File: src/rtl/rr_burst_pkg.sv
// Shared types and constants for the round-robin burst arbiter.
package rr_burst_pkg;

  typedef enum logic {
    ARB  = 1'b0,
    XFER = 1'b1
  } state_e;

  localparam int unsigned DEF_NUM_REQ   = 4;
  localparam int unsigned DEF_DW        = 32;
  localparam int unsigned DEF_MAX_BURST = 8;

  // One extra bit so the counter can hold MAX_BURST itself.
  function automatic int unsigned cnt_width(input int unsigned max_burst);
    return $clog2(max_burst) + 1;
  endfunction

endpackage

File: src/rtl/rr_burst_arbiter_pick.sv
// Combinational rotating-priority picker: lowest requester at or after ptr+1 wins.
module rr_pick
  import rr_burst_pkg::*;
#(
  parameter  int unsigned NUM_REQ = DEF_NUM_REQ,
  localparam int unsigned IW      = $clog2(NUM_REQ)
) (
  input  logic [NUM_REQ-1:0] req,
  input  logic [IW-1:0]      ptr,
  output logic [NUM_REQ-1:0] gnt,
  output logic [IW-1:0]      idx,
  output logic               found
);

  logic [IW-1:0]        start;
  logic [NUM_REQ-1:0]   mask;
  logic [2*NUM_REQ-1:0] dbl;

  always_comb begin
    start = (ptr == IW'(NUM_REQ - 1)) ? '0 : ptr + 1'b1;
    mask  = '0;
    for (int unsigned i = 0; i < NUM_REQ; i++) begin
      mask[i] = (i >= 32'(start));
    end
    // Lower half covers start..N-1, upper half wraps around to 0..N-1.
    dbl   = {req, req & mask};
    found = 1'b0;
    idx   = '0;
    for (int unsigned i = 0; i < 2 * NUM_REQ; i++) begin
      if (!found && dbl[i]) begin
        found = 1'b1;
        idx   = IW'(i % NUM_REQ);
      end
    end
    gnt = '0;
    if (found) gnt[idx] = 1'b1;
  end

endmodule

File: src/rtl/rr_burst_arbiter.sv
// Round-robin burst arbiter sharing one valid/ready stream among NUM_REQ requesters.
// Optional per-requester burst weights when RR_BURST_WEIGHT_EN is defined.
module rr_burst_arbiter
  import rr_burst_pkg::*;
#(
  parameter  int unsigned NUM_REQ   = DEF_NUM_REQ,
  parameter  int unsigned DW        = DEF_DW,
  parameter  int unsigned MAX_BURST = DEF_MAX_BURST,
  localparam int unsigned IW        = $clog2(NUM_REQ)
) (
  input  logic                  clk,
  input  logic                  rstn,
  input  logic                  en,
  input  logic [NUM_REQ-1:0]    req_vld,
  input  logic [NUM_REQ*DW-1:0] req_data,
  input  logic [NUM_REQ-1:0]    req_last,
`ifdef RR_BURST_WEIGHT_EN
  input  logic [NUM_REQ*8-1:0]  req_weight,
`endif
  output logic [NUM_REQ-1:0]    req_rdy,
  output logic                  o_vld,
  output logic [DW-1:0]         o_data,
  output logic                  o_last,
  output logic [IW-1:0]         o_src,
  input  logic                  i_rdy,
  output logic [NUM_REQ-1:0]    o_grant,
  output logic                  busy
);

  localparam int unsigned CW = cnt_width(MAX_BURST);

  state_e             state, state_nxt;
  logic [IW-1:0]      ptr;
  logic [CW-1:0]      beat_cnt;
  logic [CW-1:0]      cap_m1;
  logic [CW-1:0]      grant_cap_m1;
  logic [NUM_REQ-1:0] win_gnt;
  logic [IW-1:0]      win_idx;
  logic               win_found;
  logic               start_grant;
  logic               fire;

  rr_pick #(.NUM_REQ(NUM_REQ)) u_pick (
    .req   (req_vld),
    .ptr   (ptr),
    .gnt   (win_gnt),
    .idx   (win_idx),
    .found (win_found)
  );

`ifdef RR_BURST_WEIGHT_EN
  logic [7:0] win_weight;
  always_comb begin
    win_weight = req_weight[32'(win_idx)*8 +: 8];
    if (win_weight == 8'd0 || 32'(win_weight) > MAX_BURST)
      grant_cap_m1 = CW'(MAX_BURST - 1);
    else
      grant_cap_m1 = CW'(win_weight - 8'd1);
  end
`else
  assign grant_cap_m1 = CW'(MAX_BURST - 1);
`endif

  assign start_grant = (state == ARB) && en && win_found;
  assign fire        = o_vld && i_rdy;
  assign busy        = (state == XFER);

  always_comb begin
    o_vld   = (state == XFER) && req_vld[o_src];
    o_data  = req_data[32'(o_src)*DW +: DW];
    o_last  = (state == XFER) && (req_last[o_src] || (beat_cnt == cap_m1));
    req_rdy = '0;
    if (state == XFER) req_rdy[o_src] = i_rdy;
  end

  always_comb begin
    state_nxt = state;
    unique case (state)
      ARB:     if (start_grant)     state_nxt = XFER;
      XFER:    if (fire && o_last)  state_nxt = ARB;
      default:                      state_nxt = ARB;
    endcase
  end

  always_ff @(posedge clk or negedge rstn) begin
    if (!rstn) state <= ARB;
    else       state <= state_nxt;
  end

  always_ff @(posedge clk or negedge rstn) begin
    if (!rstn) begin
      ptr      <= IW'(NUM_REQ - 1);
      o_src    <= '0;
      o_grant  <= '0;
      beat_cnt <= '0;
      cap_m1   <= CW'(MAX_BURST - 1);
    end else if (start_grant) begin
      o_grant  <= win_gnt;
      o_src    <= win_idx;
      ptr      <= win_idx;
      beat_cnt <= '0;
      cap_m1   <= grant_cap_m1;
    end else if (fire) begin
      if (o_last) o_grant  <= '0;
      else        beat_cnt <= beat_cnt + 1'b1;
    end
  end

endmodule

File: config.mk
export PLATFORM = sky130hd
export DESIGN_NAME = rr_burst_arbiter
export DESIGN_NICKNAME = d
export VERILOG_FILES = /design/src/rtl/rr_burst_pkg.sv /design/src/rtl/rr_burst_arbiter_pick.sv /design/src/rtl/rr_burst_arbiter.sv
export SDC_FILE = /design/constraint.sdc
export NUM_CORES = 1
export LEC_CHECK = 0
export CAP_MARGIN = 20
export CORE_UTILIZATION = 31
export DETAILED_ROUTE_END_ITERATION = 10
export GPL_TIMING_DRIVEN = 0
export PLACE_DENSITY = 0.88
export SYNTH_ARGS = -nofsm -noshare
export SYNTH_HDL_FRONTEND = slang
export SYNTH_HIERARCHICAL = 1
export SYNTH_SLANG_ARGS = --single-unit
File: constraint.sdc
create_clock -name clk -period 4.2 [get_ports clk]
set_input_delay 0.84 -clock clk [delete_from_list [all_inputs] [get_ports clk]]
set_output_delay 0.84 -clock clk [all_outputs]
set_load 0.03 [all_outputs]
==> results.py <==
metrics = {
    "cts": {
        "cts_buffer_depth": 2,
        "clk_latency_ns": 0.24,
        "htree_num_levels": 1,
        "cts_num_sinks": 13,
        "post_cts_resized": 0,
        "cts_setup_buffers": 0,
        "cts_tree": "built",
        "clockRootBuffer": "clkbuf_8",
        "clkTransAtPathRegs_ns": 0.06,
        "numCtsBuffers": 3,
        "hold_buffers": 0,
    },
    "setup_path": {
        "r2r_end": "o_grant[2]$_DFFE_PN0P_",
        "startpoint": "req_vld[3]",
        "r2r_setup_slack_ns": 2.24,
        "cp_slowest_cell": "clkdlybuf4s50_1",
        "crit_chain": "clkdlybuf4s50_1, mux4_2, and2_1, clkdlybuf4s50_1",
        "r2r_cells": 7,
        "cp_slowest_stage_delay_ns": 0.58,
        "cp_common_cell": "clkdlybuf4s50_1",
        "cp-start-kind": "input port",
        "critical_path.max_fanout": 7,
        "worst_setup_path_end_kind": "output port",
        "rr_startpoint": "ptr[0]$_DFFE_PN1P_",
        "worstSetupPathType": "input port to output port",
        "critPathTopFamily": "buffers and inverters",
        "worstPathRequired_ns": 3.36,
        "critical_path_buf_inv_count": 2,
        "arrival_ns": 2.68,
    },
    "detailed_routing": {
        "firstDrtPassIters": 4,
        "drt-initial-drc-count": 80,
        "num_vias": 2078,
        "routed_via_density": 5.21,
        "routed_wl_um": 7250,
        "drc": 0,
        "ant_nets": 0,
        "wire_per_inst_um": 18.2,
    },
    "global_route": {
        "grt_max_degree": 14,
        "globalRouteOverflowTotal": 0,
        "antenna_found_initial": 0,
        "grt_pass1_wl_um": 10300,
        "grt_use_total_pct": 24.1,
        "first_global_vias": 2078,
    },
    "worst_hold_path": {
        "holdCritStartpoint": "ptr[0]$_DFFE_PN1P_",
        "min_to": "ptr[0]$_DFFE_PN1P_",
        "hp-class": "flip-flop to flip-flop",
        "hold_depth": 2,
    },
    "cells_and_area": {
        "drive_gt1_share_pct": 17.0,
        "nNetsFinal": 473,
        "area_growth_syn_to_layout_pct": 117,
        "fill_cells": 368,
        "n_antenna_cell": 0,
    },
    "timing": {
        "finalHoldViolations": 0,
        "relSlewSlack_pct": 60.5,
        "drv_slew": 0,
        "fin_setup_tns_ns": 0,
        "fmax_mhz": 284,
        "rsz0062_at_grt": "false",
        "fin_ws_ns": 0.685,
        "setup_viol": 0,
        "worst_slew_pin_slew_ns": 0.593,
        "fin_worst_skew_ns": 0.000617,
        "final.min_clock_period_ns": 3.52,
        "fin_crit_sh_pct": 83.7,
    },
    "logic_synthesis": {
        "synth_top_area_share_pct": 43.9,
        "seq_area_frac_synth_pct": 19.4,
        "synth_edf_count": 0,
        "synth_cells": 141,
        "yosys_warnings": 6,
        "synth_most_common_cell": "mux4_2",
        "yosysTopAreaCell": "mux4_2",
        "synth_area_um2": 1690,
        "synth_flop_cell": "dfrtp_1",
        "ys_top_cells_by_count": "mux4_2 (33), nand2_1 (20), dfrtp_1 (11)",
        "ys_ff_latch": 13,
        "synthDistinctLibCells": 43,
        "synthArstFlopShare_pct": 100,
        "synth.top_cells.by_area": "mux4_2 (44%), dfrtp_1 (16%), nand2_1 (4.4%)",
        "synth.avg_cell_area_um2": 12.0,
        "synth_fp_nets": 284,
    },
    "power_and_ir_drop": {
        "irDropWorstVdd_mv": 0.453,
        "p_leak_nw": 1.40,
        "power.density_cell_area_nw_per_um2": 585,
        "total_power_mw": 2.14,
    },
    "floorplanning": {
        "core_area_um2": 5170,
        "die_h_um": 75.9,
        "initial_core_util_pct": 32.7,
        "die_w_um": 75.9,
        "io_pins": 185,
        "die-area_um2": 5760,
        "core.rowCount": 26,
    },
    "placement": {
        "gp_congestion": 0.953,
        "pre_cts_ws_ns": 0.687,
        "portBuffers": 184,
        "hpwl_um": 6180,
    },
    "flow_run": {
        "maxCapViolCount": 0,
    },
    "outcome": {
        "status": "finished, final reports clean",
    },
}
## stage by stage
stage / util [%] / area (um^2) / instances / hold WS (ns)
5_1_grt: 70.9 / 3670 / 399 / 0.489
2_1_floorplan: - / 1690 / 141 / 0.449
6_report: 70.9 / 3670 / 399 / 0.472
3_5_place_dp: 70.0 / 3620 / 395 / 0.468
3_3_place_gp: 70.0 / 3620 / 395 / 0.460
4_1_cts: 70.9 / 3670 / 399 / 0.477
## layer usage
layer | wire (um) | vias up | global-route usage (%)
li1 | - | 949 | -
met1 | 2470 | 995 | 28.6
met2 | 3920 | 114 | 41.8
met3 | 658 | 20 | 5.03
met4 | 206 | 0 | 10.7
met5 | 0 | - | 0
## power breakdown
group	total, mW	internal [mW]	switching [mW]	leakage (nW)
combinational	1.79	0.888	0.906	1.21
clock	0.112	0.0656	0.0461	0.0255
sequential	0.239	0.186	0.0537	0.161
total	2.14	1.14	1.01	1.40
## worst max path at each step
| stage | end | slack [ns] | cells past startpoint |
|---|---|---|---|
| finish | o_vld | 0.68 | 4 |
| global route | o_vld | 0.64 | 4 |
| CTS | o_vld | 0.67 | 4 |
| detailed placement | o_vld | 0.69 | 4 |
| global placement | o_vld | 0.69 | 4 |
| floorplan | o_data[14] | 1.63 | 3 |
## final cells by class
class / instances / area [um^2] / area share [%]
Timing Repair Buffer: 184 / 1840 / 50.2
Multi-Input combinational cell: 114 / 1280 / 35.0
Sequential cell: 13 / 328 / 8.94
Tap cell: 70 / 87.6 / 2.39
Buffer: 10 / 65.1 / 1.77
Clock buffer: 3 / 41.3 / 1.13
Inverter: 4 / 15.0 / 0.409
Clock inverter: 1 / 5.00 / 0.136
## tightest hold or removal path, cell delays in order (launching register included)
cell	delay, ns
dfstp_2	0.38
nand2_1	0.05
nand2_1	0.04
## kinds of logic after synthesis
| kind of cell | after synthesis | synth area share, % |
|---|---|---|
| multiplexers | 37 | 46.7 |
| buffers and inverters | 14 | 4.73 |
| AO/OA/AOI/OAI | 28 | 13.7 |
| flip-flops | 13 | 19.4 |
| AND/OR/NAND/NOR | 46 | 13.3 |
| adder cells (fa/ha/maj) | 3 | 2.22 |
## registers in the layout (all words and copies together), names as in the netlist
| register | flops |
|---|---|
| beat_cnt | 4 |
| busy | 1 |
| o_grant | 4 |
| o_src | 2 |
| ptr | 2 |
## layout by cell type, fill, tap and decap left out, drive strengths merged, types with 3 or more instances in the layout
cell,instances
a21oi,4
a22o,4
and3b,3
buf,5
clkbuf,8
clkdlybuf4s50,184
dfrtp,11
ha,3
inv,4
mux4,33
nand2,20
nor2,9
o21ai,7
(Power assumes the default switching activity.)
